[src/rtl/mips_multicycle_core_if.sv]
// -----------------------------------------------------------------------------
// mips_multicycle_core_if
// Shared instruction/data memory port of the multi-cycle MIPS core.
//   mem_req   : request valid (master -> slave)
//   mem_we    : 1 = write, 0 = read, valid while mem_req = 1
//   mem_addr  : byte address (word aligned), ADDR_W bits
//   mem_wdata : store data
//   mem_ready : access completes this cycle (slave -> master)
//   mem_rdata : read data, valid in the cycle mem_ready = 1
// The request fields are held stable while mem_req = 1 and mem_ready = 0.
// -----------------------------------------------------------------------------
interface mips_multicycle_core_if #(
   parameter int ADDR_W = 10
);
   logic              mem_req;
   logic              mem_we;
   logic [ADDR_W-1:0] mem_addr;
   logic [31:0]       mem_wdata;
   logic              mem_ready;
   logic [31:0]       mem_rdata;

   modport master (
      output mem_req, mem_we, mem_addr, mem_wdata,
      input  mem_ready, mem_rdata
   );

   modport slave (
      input  mem_req, mem_we, mem_addr, mem_wdata,
      output mem_ready, mem_rdata
   );
endinterface

[src/rtl/mips_multicycle_core.sv]
// -----------------------------------------------------------------------------
// mips_multicycle_core
// Multi-cycle MIPS-subset core (add/sub/and/or/slt/nor, addi, lw, sw, beq, j)
// sequenced by a FETCH/DECODE/EXEC/MEM/WB/HALT state machine over a single
// shared memory port with a req/ready handshake.
// Ports:
//   clk       : clock, rising edge
//   reset     : asynchronous, active-high
//   mem       : memory port (mips_multicycle_core_if.master)
//   pc        : current program counter
//   retire    : one-cycle pulse when an instruction completes
//   halted    : core is in HALT (illegal instruction or misaligned lw/sw)
//   cycle_cnt : non-HALT cycle counter      (only with PERF_CNT_EN defined)
//   instr_cnt : retired instruction counter (only with PERF_CNT_EN defined)
// Optional feature macro: PERF_CNT_EN (adds the two performance counters).
// -----------------------------------------------------------------------------
module mips_multicycle_core #(
   parameter logic [31:0] RESET_PC        = 32'h0000_0000,
   parameter int          ADDR_W          = 10,
   parameter bit          HALT_ON_ILLEGAL = 1'b1
) (
   input  logic                  clk,
   input  logic                  reset,
   mips_multicycle_core_if.master mem,
   output logic [31:0]           pc,
   output logic                  retire,
   output logic                  halted
`ifdef PERF_CNT_EN
   ,
   output logic [31:0]           cycle_cnt,
   output logic [31:0]           instr_cnt
`endif
);

   typedef enum logic [2:0] {
      S_FETCH  = 3'd0,
      S_DECODE = 3'd1,
      S_EXEC   = 3'd2,
      S_MEM    = 3'd3,
      S_WB     = 3'd4,
      S_HALT   = 3'd5
   } state_t;

   state_t      state_q, state_d;
   logic [31:0] pc_q, pc_d;
   logic [31:0] ir_q, ir_d;
   logic [31:0] a_q, a_d;
   logic [31:0] b_q, b_d;
   logic [31:0] alu_q, alu_d;
   logic [31:0] mdr_q, mdr_d;
   logic [31:0] rf_q [32];

   // Instruction fields
   logic [5:0]  op_s, funct_s;
   logic [4:0]  rs_s, rt_s, rd_s;
   logic [31:0] sext_s, sum_s, rs_val_s, rt_val_s;
   logic        is_rtype_s, is_addi_s, is_lw_s, is_sw_s, is_beq_s, is_j_s, legal_s;
   logic        misaligned_s;
   logic        unused_shamt_s;

   // Register-file write port
   logic        rf_we_s;
   logic [4:0]  rf_wa_s;
   logic [31:0] rf_wd_s;

   // Output decode
   logic              mem_req_s, mem_we_s, retire_s, halted_s;
   logic [ADDR_W-1:0] mem_addr_s;
   logic [31:0]       mem_wdata_s;

   // R-type ALU; slt compares as signed two's complement.
   function automatic logic [31:0] alu_f(input logic [5:0] fn,
                                         input logic [31:0] x,
                                         input logic [31:0] y);
      logic [31:0] r;
      case (fn)
         6'b100000: r = x + y;
         6'b100010: r = x - y;
         6'b100100: r = x & y;
         6'b100101: r = x | y;
         6'b101010: r = ($signed(x) < $signed(y)) ? 32'd1 : 32'd0;
         6'b100111: r = ~(x | y);
         default:   r = 32'd0;
      endcase
      return r;
   endfunction

   assign op_s           = ir_q[31:26];
   assign rs_s           = ir_q[25:21];
   assign rt_s           = ir_q[20:16];
   assign rd_s           = ir_q[15:11];
   assign funct_s        = ir_q[5:0];
   assign unused_shamt_s = ^ir_q[10:6];
   assign sext_s         = {{16{ir_q[15]}}, ir_q[15:0]};
   assign sum_s          = a_q + sext_s;
   assign misaligned_s   = (sum_s[1:0] != 2'b00);
   // Register 0 is never written, but force the zero read explicitly anyway.
   assign rs_val_s       = (rs_s == 5'd0) ? 32'd0 : rf_q[rs_s];
   assign rt_val_s       = (rt_s == 5'd0) ? 32'd0 : rf_q[rt_s];

   // Instruction class decode from IR
   always_comb begin
      is_rtype_s = 1'b0;
      is_addi_s  = 1'b0;
      is_lw_s    = 1'b0;
      is_sw_s    = 1'b0;
      is_beq_s   = 1'b0;
      is_j_s     = 1'b0;
      case (op_s)
         6'b000000: begin
            case (funct_s)
               6'b100000, 6'b100010, 6'b100100,
               6'b100101, 6'b101010, 6'b100111: is_rtype_s = 1'b1;
               default:                         is_rtype_s = 1'b0;
            endcase
         end
         6'b001000: is_addi_s = 1'b1;
         6'b100011: is_lw_s   = 1'b1;
         6'b101011: is_sw_s   = 1'b1;
         6'b000100: is_beq_s  = 1'b1;
         6'b000010: is_j_s    = 1'b1;
         default:   is_rtype_s = 1'b0;
      endcase
      legal_s = is_rtype_s | is_addi_s | is_lw_s | is_sw_s | is_beq_s | is_j_s;
   end

   // FSM state register
   always_ff @(posedge clk or posedge reset) begin
      if (reset) begin
         state_q <= S_FETCH;
      end else begin
         state_q <= state_d;
      end
   end

   // FSM next-state logic
   always_comb begin
      state_d = state_q;
      case (state_q)
         S_FETCH: begin
            if (mem.mem_ready) state_d = S_DECODE;
            else               state_d = S_FETCH;
         end
         S_DECODE: begin
            if (is_j_s)               state_d = S_FETCH;
            else if (!legal_s)        state_d = HALT_ON_ILLEGAL ? S_HALT : S_FETCH;
            else                      state_d = S_EXEC;
         end
         S_EXEC: begin
            if (is_rtype_s || is_addi_s)  state_d = S_WB;
            else if (is_lw_s || is_sw_s)  state_d = misaligned_s ? S_HALT : S_MEM;
            else                          state_d = S_FETCH;
         end
         S_MEM: begin
            if (mem.mem_ready) state_d = is_lw_s ? S_WB : S_FETCH;
            else               state_d = S_MEM;
         end
         S_WB:    state_d = S_FETCH;
         S_HALT:  state_d = S_HALT;
         default: state_d = S_HALT;
      endcase
   end

   // FSM output decode: memory request, retire pulse, halt flag
   always_comb begin
      mem_req_s   = 1'b0;
      mem_we_s    = 1'b0;
      mem_addr_s  = '0;
      mem_wdata_s = 32'd0;
      retire_s    = 1'b0;
      halted_s    = 1'b0;
      case (state_q)
         S_FETCH: begin
            mem_req_s  = 1'b1;
            mem_addr_s = pc_q[ADDR_W-1:0];
         end
         S_DECODE: retire_s = is_j_s | (~legal_s & ~HALT_ON_ILLEGAL);
         S_EXEC:   retire_s = is_beq_s;
         S_MEM: begin
            mem_req_s   = 1'b1;
            mem_we_s    = is_sw_s;
            mem_addr_s  = alu_q[ADDR_W-1:0];
            mem_wdata_s = b_q;
            retire_s    = mem.mem_ready & is_sw_s;
         end
         S_WB:    retire_s = 1'b1;
         S_HALT:  halted_s = 1'b1;
         default: halted_s = 1'b0;
      endcase
   end

   // The FSM resets into FETCH, so the request must be masked during reset.
   assign mem.mem_req   = mem_req_s & ~reset;
   assign mem.mem_we    = mem_we_s;
   assign mem.mem_addr  = mem_addr_s;
   assign mem.mem_wdata = mem_wdata_s;
   assign pc            = pc_q;
   assign retire        = retire_s;
   assign halted        = halted_s;

   // Datapath next-state: PC, IR, A/B, ALUOut, MDR
   always_comb begin
      pc_d  = pc_q;
      ir_d  = ir_q;
      a_d   = a_q;
      b_d   = b_q;
      alu_d = alu_q;
      mdr_d = mdr_q;
      case (state_q)
         S_FETCH: begin
            if (mem.mem_ready) begin
               ir_d = mem.mem_rdata;
               pc_d = pc_q + 32'd4;
            end else begin
               ir_d = ir_q;
            end
         end
         S_DECODE: begin
            a_d   = rs_val_s;
            b_d   = rt_val_s;
            // Branch target precomputed from the already incremented PC.
            alu_d = pc_q + {sext_s[29:0], 2'b00};
            if (is_j_s) pc_d = {pc_q[31:28], ir_q[25:0], 2'b00};
            else        pc_d = pc_q;
         end
         S_EXEC: begin
            if (is_rtype_s)                            alu_d = alu_f(funct_s, a_q, b_q);
            else if (is_addi_s || is_lw_s || is_sw_s)  alu_d = sum_s;
            else if (is_beq_s && (a_q == b_q))         pc_d  = alu_q;
            else                                       pc_d  = pc_q;
         end
         S_MEM: begin
            if (mem.mem_ready && is_lw_s) mdr_d = mem.mem_rdata;
            else                          mdr_d = mdr_q;
         end
         default: pc_d = pc_q;
      endcase
   end

   // Datapath registers
   always_ff @(posedge clk or posedge reset) begin
      if (reset) begin
         pc_q  <= RESET_PC;
         ir_q  <= 32'd0;
         a_q   <= 32'd0;
         b_q   <= 32'd0;
         alu_q <= 32'd0;
         mdr_q <= 32'd0;
      end else begin
         pc_q  <= pc_d;
         ir_q  <= ir_d;
         a_q   <= a_d;
         b_q   <= b_d;
         alu_q <= alu_d;
         mdr_q <= mdr_d;
      end
   end

   // Write-back port selection; writes to register 0 are dropped here.
   always_comb begin
      rf_wa_s = 5'd0;
      rf_wd_s = 32'd0;
      if (state_q == S_WB) begin
         if (is_rtype_s) begin
            rf_wa_s = rd_s;
            rf_wd_s = alu_q;
         end else if (is_lw_s) begin
            rf_wa_s = rt_s;
            rf_wd_s = mdr_q;
         end else begin
            rf_wa_s = rt_s;
            rf_wd_s = alu_q;
         end
      end else begin
         rf_wa_s = 5'd0;
      end
      rf_we_s = (state_q == S_WB) && (rf_wa_s != 5'd0);
   end

   // Register file
   always_ff @(posedge clk or posedge reset) begin
      if (reset) begin
         for (int i = 0; i < 32; i++) rf_q[i] <= 32'd0;
      end else if (rf_we_s) begin
         rf_q[rf_wa_s] <= rf_wd_s;
      end else begin
         rf_q[0] <= 32'd0;
      end
   end

`ifdef PERF_CNT_EN
   logic [31:0] cycle_cnt_q, instr_cnt_q;

   // Performance counters: active cycles and retired instructions
   always_ff @(posedge clk or posedge reset) begin
      if (reset) begin
         cycle_cnt_q <= 32'd0;
         instr_cnt_q <= 32'd0;
      end else begin
         cycle_cnt_q <= (state_q != S_HALT) ? cycle_cnt_q + 32'd1 : cycle_cnt_q;
         instr_cnt_q <= retire_s ? instr_cnt_q + 32'd1 : instr_cnt_q;
      end
   end

   assign cycle_cnt = cycle_cnt_q;
   assign instr_cnt = instr_cnt_q;
`endif

endmodule

[src/flat_wrapper.sv]
// flat-port wrapper written by rule: the top's interface ports become plain ports
module mips_multicycle_core_flat 
#(
   parameter logic [31:0] RESET_PC        = 32'h0000_0000,
   parameter int          ADDR_W          = 10,
   parameter bit          HALT_ON_ILLEGAL = 1'b1
)
  (clk, reset, pc, retire, halted, mem_mem_req, mem_mem_we, mem_mem_addr, mem_mem_wdata, mem_mem_ready, mem_mem_rdata);
  mips_multicycle_core_if #(.ADDR_W(ADDR_W)) mem_i ();
  input  logic clk;
  input  logic reset;
  output logic [31:0] pc;
  output logic retire;
  output logic halted;
  output wire logic [$bits(mem_i.mem_req)-1:0] mem_mem_req;
  output wire logic [$bits(mem_i.mem_we)-1:0] mem_mem_we;
  output wire logic [$bits(mem_i.mem_addr)-1:0] mem_mem_addr;
  output wire logic [$bits(mem_i.mem_wdata)-1:0] mem_mem_wdata;
  input wire logic [$bits(mem_i.mem_ready)-1:0] mem_mem_ready;
  input wire logic [$bits(mem_i.mem_rdata)-1:0] mem_mem_rdata;
  assign mem_mem_req = mem_i.mem_req;
  assign mem_mem_we = mem_i.mem_we;
  assign mem_mem_addr = mem_i.mem_addr;
  assign mem_mem_wdata = mem_i.mem_wdata;
  assign mem_i.mem_ready = mem_mem_ready;
  assign mem_i.mem_rdata = mem_mem_rdata;
  mips_multicycle_core #(.RESET_PC(RESET_PC), .ADDR_W(ADDR_W), .HALT_ON_ILLEGAL(HALT_ON_ILLEGAL)) u_core (.clk(clk), .reset(reset), .mem(mem_i), .pc(pc), .retire(retire), .halted(halted));
endmodule
[config.mk]
export PLATFORM = sky130hd
export DESIGN_NAME = mips_multicycle_core_flat
export DESIGN_NICKNAME = d
export VERILOG_FILES = /design/src/rtl/mips_multicycle_core_if.sv /design/src/rtl/mips_multicycle_core.sv /design/src/flat_wrapper.sv
export SDC_FILE = /design/constraint.sdc
export NUM_CORES = 2
export LEC_CHECK = 0
export CAP_MARGIN = 20
export CORE_ASPECT_RATIO = 1.2
export CORE_MARGIN = 8
export CORE_UTILIZATION = 40
export CTS_CLUSTER_DIAMETER = 80
export DETAILED_ROUTE_END_ITERATION = 10
export GPL_TIMING_DRIVEN = 0
export SLEW_MARGIN = 20
export SYNTH_ARGS = -nofsm -noshare
export SYNTH_HDL_FRONTEND = slang
export SYNTH_SLANG_ARGS = --single-unit
[constraint.sdc]
create_clock -name clk -period 62.7 [get_ports clk]
set_input_delay 6.27 -clock clk [delete_from_list [all_inputs] [get_ports clk]]
set_output_delay 6.27 -clock clk [all_outputs]
set_load 0.02 [all_outputs]
==> metrics.txt <==
status=finished clean; clk sinks=1219; RSZ-0062 raised after global routing=no; Syn. warnings=0; area growth from synthesis to layout=13.2%; origin of the critical flop-to-flop path=u_core.ir_q[1]$_DFFE_PP0P_; post-synth cell types=95; CTS Buffer Depth=3; Core Region=177000 um^2; synth cell count leaders=1219 x dfrtp_1, 773 x mux2_2, 613 x nand2_1; final setup fails=0; Max-cap violations=0; Vias=57100; Hold Vio Cnt, Final=0; fin crit period=13.97 ns; CTS tree=yes; final setup TNS=0 ns; Post-route DRC=0; Post-CTS Setup Bufs=0; Worst EP arrival=7.70 ns; cts repair resizes=0; Post-synth EDFFs=0; Routed WL=329000 um; total grt overflow=0; Reg2Reg Setup Slack=56.61 ns; nets@finish=6497; Synth top area share=43.0%; GRT Util Overall=33.5%; Synth Cell Area=70900 um^2; asr flop ratio synth=100%; CTS Hold Bufs=0; Slew @ Worst Pin=1.28 ns; die height=477 um; H-tree depth=4; Placed Cells=8463; startpoint types=input pin; syn_area_per_cell=11.8 um^2; DP Wirelength=261000 um; crit path capture type=primary output; CP required=56.43 ns; clock root buffer=clkbuf_16; WHS Path Cells=2; initial core utilization=40.2%; initial antenna violation count=19; critical path class=in2out; Slew headroom=14.5%; vias in the first global route=57300; post-layout util=45.5%; routed vias/inst=6.54; Reg2Reg Capture Point=u_core.alu_q[22]$_DFFE_PP0P_; first-pass GRT wire length=455000 um; startpoint of the worst hold path=u_core.rf_q[918]$_DFFE_PP0P_; site row count=169; DRT Pass-1 Iters=9; sequential fraction of the synthesis area=43.0%; #FFs+latches synth=1219; total power=1.66 mW; largest net degree at the start of global routing=106; Max Clock Skew=0.0433 ns; Finished Layout Cells=8722; clk_lat worst skew=0.83 ns; syn nets=6219; Cells after Synth=6016; WHS Endpoint=u_core.rf_q[918]$_DFFE_PP0P_; GP Congestion=1.07; initial drt markers=6695; Routed Antenna Nets=0; post-synth top area cell=dfrtp_1; fmax=71.6 MHz; Die Area=191000 um^2; WL/cell=37.8 um; IO Pins=113; Die Span X=400 um; Hold WC Path Type=reg2reg; R2R depth=14; Synth area leaders=dfrtp_1 43%, mux4_2 15%, mux2_2 12%; fraction of layout cells with a size suffix above 1=27.4%; Tcrit/Tclk final=22.3%; Synth Flop Type=dfrtp_1; Max Slew Vio Count=0; Hold WS=0.504 ns; Leak=33.9 nW; Port-buffer cells=112; top-count cell post-synth=dfrtp_1; Reg clk slew, reported paths=0.06 ns; worst vdd ir=0.0186 mV; Max Fanout on Critical Path=4; pwr dens=20.7 nW/um^2; total CTS buffers=134
[logic make-up after synthesis]
logic type	synth area share (%)
multiplexers	30.3
AO/OA/AOI/OAI	11.4
flip-flops	43.0
AND/OR/NAND/NOR	7.25
buffers and inverters	3.67
adder cells (fa/ha/maj)	3.01
XOR/XNOR	1.36
[cell type report]
| class | instances | area [um^2] |
|---|---|---|
| sequential | 1219 | 30500 |
| multi-input combinational | 4173 | 37900 |
| clock inverter | 52 | 691 |
| antenna | 12 | 30.0 |
| inverter | 114 | 435 |
| tap | 2308 | 2890 |
| clock buffer | 192 | 3890 |
| buffer | 510 | 2250 |
| timing repair buffer | 142 | 1700 |
| fill | 16300 | 96300 |
[critical path, stage by stage]
cell             delay [ns]
clkdlybuf4s50_1        0.59
nand2_1                0.08
nand3_1                0.14
clkdlybuf4s50_1        0.62
[registers in the layout, summed over array words and instances (netlist names)]
signal,cells
u_core.a_q,32
u_core.alu_q,32
u_core.b_q,32
u_core.ir_q,32
u_core.mdr_q,32
u_core.pc,32
u_core.rf_q,1024
u_core.state_q,3
[per-stage QoR]
stage	cell area (um^2)	setup slack [ns]
5_1_grt	80200	48.69
3_3_place_gp	74900	7.66
6_report	80300	48.73
3_5_place_dp	75600	48.75
2_1_floorplan	70900	22.08
4_1_cts	80200	48.75
[how the worst max path moves through the flow]
stage	startpoint	cells after the start	end
2_1_floorplan	reset	1	u_core.a_q[0]$_DFFE_PP0P_
3_3_place_gp	reset	2	u_core.rf_q[781]$_DFFE_PP0P_
3_5_place_dp	mem_mem_ready	4	retire
4_1_cts	mem_mem_ready	4	retire
5_1_grt	mem_mem_ready	4	retire
6_report	mem_mem_ready	4	retire
[routing by layer]
| metal | track usage (%) | vias to the layer above | wire (um) |
|---|---|---|---|
| met3 | 8.27 | 1185 | 28100 |
| li1 | - | 23100 | - |
| met2 | 53.0 | 3448 | 150000 |
| met1 | 37.9 | 29400 | 115000 |
| met5 | 0.0251 | - | 52 |
| met4 | 29.4 | 8 | 36800 |
[cells in the final DEF, fill, tap and decap left out, drive strengths merged, types with 112 or more instances in the layout]
master,netlist,routed
a21oi,219,219
buf,189,218
clkbuf,321,514
clkdlybuf4s50,0,112
dfrtp,1219,1219
ha,164,164
inv,112,120
mux2,797,797
mux2i,175,175
mux4,478,478
nand2,613,613
nor2,212,212
o21ai,525,525
[report_power, final]
part           switching [mW]  internal (mW)  leakage [nW]
clock network           0.358          0.489          2.25
registers             0.00107          0.788          16.9
logic                  0.0182        0.00497          14.7
total                   0.377           1.28          33.9
Note: power is estimated with default switching activity, not from simulation.
